===== src/rtl/mem_store_buffer_pkg.sv =====
// Shared definitions for the posted-write store buffer, store formatter and load unit.
package mem_store_buffer_pkg;

  localparam int DATA_W   = 32;
  localparam int BE_W     = 4;
  localparam int WORD_LSB = 2;   // byte-offset bits dropped for word-aligned entries

  localparam logic [BE_W-1:0] BE_NONE = 4'b0000;
  localparam logic [BE_W-1:0] BE_WORD = 4'b1111;

  // True when the byte enables touch at least one lane of the bus word.
  function automatic logic has_lanes(input logic [BE_W-1:0] we);
    return (we & BE_WORD) != BE_NONE;
  endfunction

endpackage


===== src/rtl/mem_store_buffer_cam.sv =====
// Word-address comparator across all buffer entries, masked by entry valid bits.
module mem_store_buffer_cam
  import mem_store_buffer_pkg::*;
#(
  parameter int DEPTH = 4,
  parameter int TAG_W = DATA_W - WORD_LSB
) (
  input  logic [DEPTH-1:0][TAG_W-1:0] i_tags,
  input  logic [DEPTH-1:0]            i_vld,
  input  logic                        i_check_en,
  input  logic [TAG_W-1:0]            i_check_tag,
  output logic                        o_hit
);

  logic [DEPTH-1:0] w_match;

  // Per-entry match, then OR-reduce; a disabled check never reports a hit.
  always_comb begin
    w_match = '0;
    for (int i = 0; i < DEPTH; i++) begin
      w_match[i] = i_vld[i] && (i_tags[i] == i_check_tag);
    end
  end

  assign o_hit = i_check_en & (|w_match);

endmodule


===== src/rtl/mem_store_buffer.sv =====
// Posted-write FIFO between the store formatter and the data bus; flags loads that
// hit a word with a pending store.
module mem_store_buffer
  import mem_store_buffer_pkg::*;
#(
  parameter int DEPTH  = 4,
  parameter int ADDR_W = 32
) (
  input  logic                       clk,
  input  logic                       rst_n,
  input  logic                       st_valid,
  input  logic [ADDR_W-1:0]          st_addr,
  input  logic [BE_W-1:0]            st_we,
  input  logic [DATA_W-1:0]          st_wdata,
  output logic                       st_ready,
  input  logic                       ld_check_en,
  input  logic [ADDR_W-1:0]          ld_check_addr,
  output logic                       ld_hazard,
  output logic                       mem_valid,
  output logic [ADDR_W-1:0]          mem_addr,
  output logic [BE_W-1:0]            mem_we,
  output logic [DATA_W-1:0]          mem_wdata,
  input  logic                       mem_ready,
  output logic                       buf_empty,
  output logic [$clog2(DEPTH+1)-1:0] buf_count
);

  localparam int PTR_W = $clog2(DEPTH);
  localparam int CNT_W = $clog2(DEPTH+1);
  localparam int TAG_W = ADDR_W - WORD_LSB;

  logic [DEPTH-1:0][TAG_W-1:0]  r_tag;
  logic [DEPTH-1:0][BE_W-1:0]   r_we;
  logic [DEPTH-1:0][DATA_W-1:0] r_wdata;
  logic [DEPTH-1:0]             r_vld;
  logic [PTR_W-1:0]             r_wr_ptr;
  logic [PTR_W-1:0]             r_rd_ptr;
  logic [CNT_W-1:0]             r_count;

  logic w_push;
  logic w_pop;
  logic w_unused_lsbs;

  // Full/empty come from the registered count only, so no same-cycle bypass when full.
  assign st_ready  = (r_count != CNT_W'(DEPTH));
  assign mem_valid = (r_count != '0);
  assign buf_empty = ~mem_valid;
  assign buf_count = r_count;

  // Stores with no byte lanes enabled are dropped without creating an entry.
  assign w_push = st_valid & st_ready & has_lanes(st_we);
  assign w_pop  = mem_valid & mem_ready;

  // Byte-offset bits never participate in storage or comparison.
  assign w_unused_lsbs = ^{st_addr[WORD_LSB-1:0], ld_check_addr[WORD_LSB-1:0]};

  // Control state: pointers, occupancy and entry valid bits; reset discards everything.
  always_ff @(posedge clk or negedge rst_n) begin
    if (!rst_n) begin
      r_wr_ptr <= '0;
      r_rd_ptr <= '0;
      r_count  <= '0;
      r_vld    <= '0;
    end else begin
      if (w_pop) begin
        r_rd_ptr        <= r_rd_ptr + PTR_W'(1);
        r_vld[r_rd_ptr] <= 1'b0;
      end
      if (w_push) begin
        r_wr_ptr        <= r_wr_ptr + PTR_W'(1);
        r_vld[r_wr_ptr] <= 1'b1;
      end
      case ({w_push, w_pop})
        2'b10:   r_count <= r_count + CNT_W'(1);
        2'b01:   r_count <= r_count - CNT_W'(1);
        default: r_count <= r_count;
      endcase
    end
  end

  // Entry payload storage; validity is tracked separately so no reset is needed here.
  always_ff @(posedge clk) begin
    if (w_push) begin
      r_tag[r_wr_ptr]   <= st_addr[ADDR_W-1:WORD_LSB];
      r_we[r_wr_ptr]    <= st_we;
      r_wdata[r_wr_ptr] <= st_wdata;
    end
  end

  // Head entry onto the bus, zeroed while the buffer is empty.
  always_comb begin
    mem_addr  = '0;
    mem_we    = BE_NONE;
    mem_wdata = '0;
    if (mem_valid) begin
      mem_addr  = {r_tag[r_rd_ptr], {WORD_LSB{1'b0}}};
      mem_we    = r_we[r_rd_ptr];
      mem_wdata = r_wdata[r_rd_ptr];
    end
  end

  mem_store_buffer_cam #(
    .DEPTH (DEPTH),
    .TAG_W (TAG_W)
  ) u_cam (
    .i_tags      (r_tag),
    .i_vld       (r_vld),
    .i_check_en  (ld_check_en),
    .i_check_tag (ld_check_addr[ADDR_W-1:WORD_LSB]),
    .o_hit       (ld_hazard)
  );

endmodule

===== config.mk =====
export PLATFORM = sky130hd
export DESIGN_NAME = mem_store_buffer
export DESIGN_NICKNAME = d
export VERILOG_FILES = /design/src/rtl/mem_store_buffer_pkg.sv /design/src/rtl/mem_store_buffer_cam.sv /design/src/rtl/mem_store_buffer.sv
export SDC_FILE = /design/constraint.sdc
export NUM_CORES = 1
export LEC_CHECK = 0
export ABC_CLOCK_PERIOD_IN_PS = 3300
export CORE_ASPECT_RATIO = 0.7
export CORE_MARGIN = 3
export CORE_UTILIZATION = 50
export CTS_BUF_LIST = sky130_fd_sc_hd__clkbuf_16
export DETAILED_ROUTE_END_ITERATION = 8
export GPL_ROUTABILITY_DRIVEN = 0
export PLACE_DENSITY = 0.77
export SYNTH_ARGS = -nofsm -noshare
export SYNTH_HDL_FRONTEND = slang
export SYNTH_SLANG_ARGS = --single-unit

===== constraint.sdc =====
create_clock -name clk -period 3.3 [get_ports clk]
set_input_delay 0.66 -clock clk [delete_from_list [all_inputs] [get_ports clk]]
set_output_delay 0.66 -clock clk [all_outputs]
set_load 0.05 [all_outputs]

==> key figures <==
Status
  – Status: finished clean

Drt
  – Router iterations before antenna repair: 4
  – Post-Route WL: 28,100 um
  – Drt wl/cell: 23.5 um
  – Detail Route Antenna Nets: 0
  – DR vias: 6,693
  – DR DRC count: 0
  – 1st-iter DRT viols: 629
  – Routed vias/inst: 5.59

Floorplan
  – DIE AREA: 26,000 sq um
  – Starting density of the core: 0.520
  – Row Count: 46
  – I/O pins: 180
  – Die H: 136 um
  – Die X: 191 um
  – Core area: 23,100 sq um

Timing
  – Max Slew Vio Count: 0
  – Period utilization: 0.983
  – Final Skew: 7.25 ps
  – TNS Setup: 0 ps
  – Worst setup margin: 56.1 ps
  – Final hold violations: 0
  – Max Fclk: 0.308 GHz
  – RSZ-0062 raised after global routing: yes
  – Setup violators final: 0
  – Slew of the pin with the lowest slew margin: 573 ps
  – Min Clock Period, post-route: 3240 ps
  – Rel. slew slack: 0.618

Final layout
  – Fraction of layout cells with a size suffix above 1: 0.242
  – # nets final: 980
  – Area Overhead vs Synth: 25.9%

Yosys
  – Synth Cell Area: 12,000 sq um
  – Area leader, netlist: edfxtp_1
  – Sequential cell area fraction in the yosys report: 0.682
  – Post-Syn Instances: 661
  – Area share of the largest cell type after synthesis: 0.659
  – Mapped Avg Cell Area: 18.2 sq um
  – Ranking of synthesized cells by area: edfxtp_1 66%, mux4_2 12%, xnor2_1 5.8%, and2_1 3.7%, xor2_1 3.4%
  – YS warnings: 0
  – Seq cells post-synth: 275
  – Post-synthesis cell type count: 28

Power and ir drop
  – Pwr Density: 962 nW/um^2
  – Worst vdd ir: 0.805 mV
  – Pleak: 5.23 nW

Critical path
  – Setup Crit Path Kind: in2out
  – Crit path required time: 2640 ps
  – Worst R2R Path Depth: 9
  – Endpoint type of the worst setup path: output pin
  – Crit-path max FO: 2
  – CP Launch Type: input port
  – WP data arrival: 2580 ps

CTS
  – Clock Latency Late Sink: 520 ps
  – TritonCTS clock tree: done
  – Clock Sinks: 275
  – H-tree depth: 1
  – Clock buffer depth: 3
  – Clock Pin Slew Worst Setup and Hold Paths: 60 ps
  – Clock root buffer: clkbuf_16
  – CTS buffer count: 27

Place
  – PortBufs: 173
  – Dpl ws: -2.09 ps
  – Dpl hpwl: 19,600 um

GRT
  – Initial antenna violation count: 2
  – Pin count of the biggest net entering global routing: 45
  – Global route total overflow: 0
  – GRT Util Overall: 0.217
  – Vias in the first global route: 7,075
  – First-pass GRT wire length: 42,100 um

Min path
  – HP Class: in2async

Flow run
  – Max Cap Viol: 0
## power breakdown
part / internal (mW) / switching, mW
Sequential: 4.59 / 0.379
Clock: 1.52 / 1.21
Combinational: 2.55 / 4.30
## state kept, by name (all words and copies together), names as in the netlist
| register | flops |
|---|---|
| buf_count | 3 |
| r_rd_ptr | 2 |
| r_tag | 120 |
| r_vld | 4 |
| r_wdata | 128 |
| r_we | 16 |
| r_wr_ptr | 2 |
## cell families (layout without fill, tap and decap cells)
group,Yosys count,in the layout,synth area share
compound gates,9,9,0.00520
xor+xnor,125,125,0.0911
fa+ha+maj,10,10,0.0110
buf+inv,53,275,0.0245
flops,275,275,0.682
mux,67,67,0.124
other cells,1,3,0.000312
simple gates,121,121,0.0611
## metal layers
metal  track usage  share of wire
met5             0        0.00046
met1         0.314           0.42
met2         0.337           0.47
met3        0.0654           0.10
met4        0.0330         0.0082
## stage by stage
stage / instance area, sq um / cells / hold slack [ps] / util / total power, mW
floorplan: 12000 / 662 / 364 / - / 9.78
global placement: 14200 / 1147 / 476 / 0.614 / 11.8
detailed placement: 14200 / 1147 / 474 / 0.614 / 11.9
CTS: 15000 / 1195 / 493 / 0.649 / 14.7
global route: 15100 / 1197 / 507 / 0.654 / 15.2
finish: 15100 / 1197 / 496 / 0.654 / 14.5
## Yosys cell counts (all sizes together)
master and count:
a21o 4, a21oi 1, a41oi 1, and2 71, buf 18, clkbuf 25
conb 1, dfrtp 11, edfxtp 264, fa 1, ha 9, inv 10
mux2i 1, mux4 66, nand2 7, nand4 24, nor2 2, nor4 16
o21ai 2, o41ai 1, or3 1, xnor2 79, xor2 46
## area by class of cell
type                    instances  area (sq um)
flip-flops and latches        275          8210
fillers                      1635          8010
multi-input cells             334          3640
repair buffers                217          2060
clock buffers                  28           701
well taps                     312           390
clock inverters                20          85.1
inverters                      10          37.5
diodes                          1          2.50
## worst paths after layout
| path | from | endpoint | slack (ps) |
|---|---|---|---|
| max in group asynchronous | rst_n | r_rd_ptr[0] | 2400 |
| worst max-delay path | ld_check_addr[23] | ld_hazard | 60 |
| worst min-delay path | rst_n | r_vld[3] | 500 |
| worst max register to register | buf_count[2] | buf_count[2] | 660 |
| worst min register to register | r_vld[3] | r_vld[3] | 500 |
| min in group clk | r_vld[3] | r_vld[3] | 500 |
## what timing repair did
item | 4_1_cts | 5_1_grt
pin swaps | 0 | 4
gates resized for setup | 30 | 18
endpoints found under the setup margin | 55 | 42
gates cloned | 0 | 0
buffers inserted | 0 | 1
hold buffers | 0 | 0
## layout by cell type, fill, tap and decap left out, types with 4 or more instances in the layout
cell	count
a21o_1	4
and2_1	65
and2_4	6
buf_12	7
buf_4	78
buf_6	6
clkbuf_16	28
clkdlybuf4s50_1	99
clkinv_1	8
clkinv_2	4
dfrtp_1	9
dlygate4sd2_1	20
dlymetal6s2s_1	5
edfxtp_1	264
ha_1	9
inv_1	17
mux4_2	66
nand2_1	7
nand4_1	24
nor4_1	12
nor4_2	4
xnor2_1	71
xnor2_2	8
xor2_1	46
## critical path, stage by stage
cell and delay (ps):
clkdlybuf4s50_1 530, xnor2_1 140, buf_4 160, nand4_1 160, nor4_2 200, buf_4 150
nand4_1 90, a41oi_2 210, buf_4 140, buf_12 120
No activity file was read; power rests on OpenSTA's default activity.
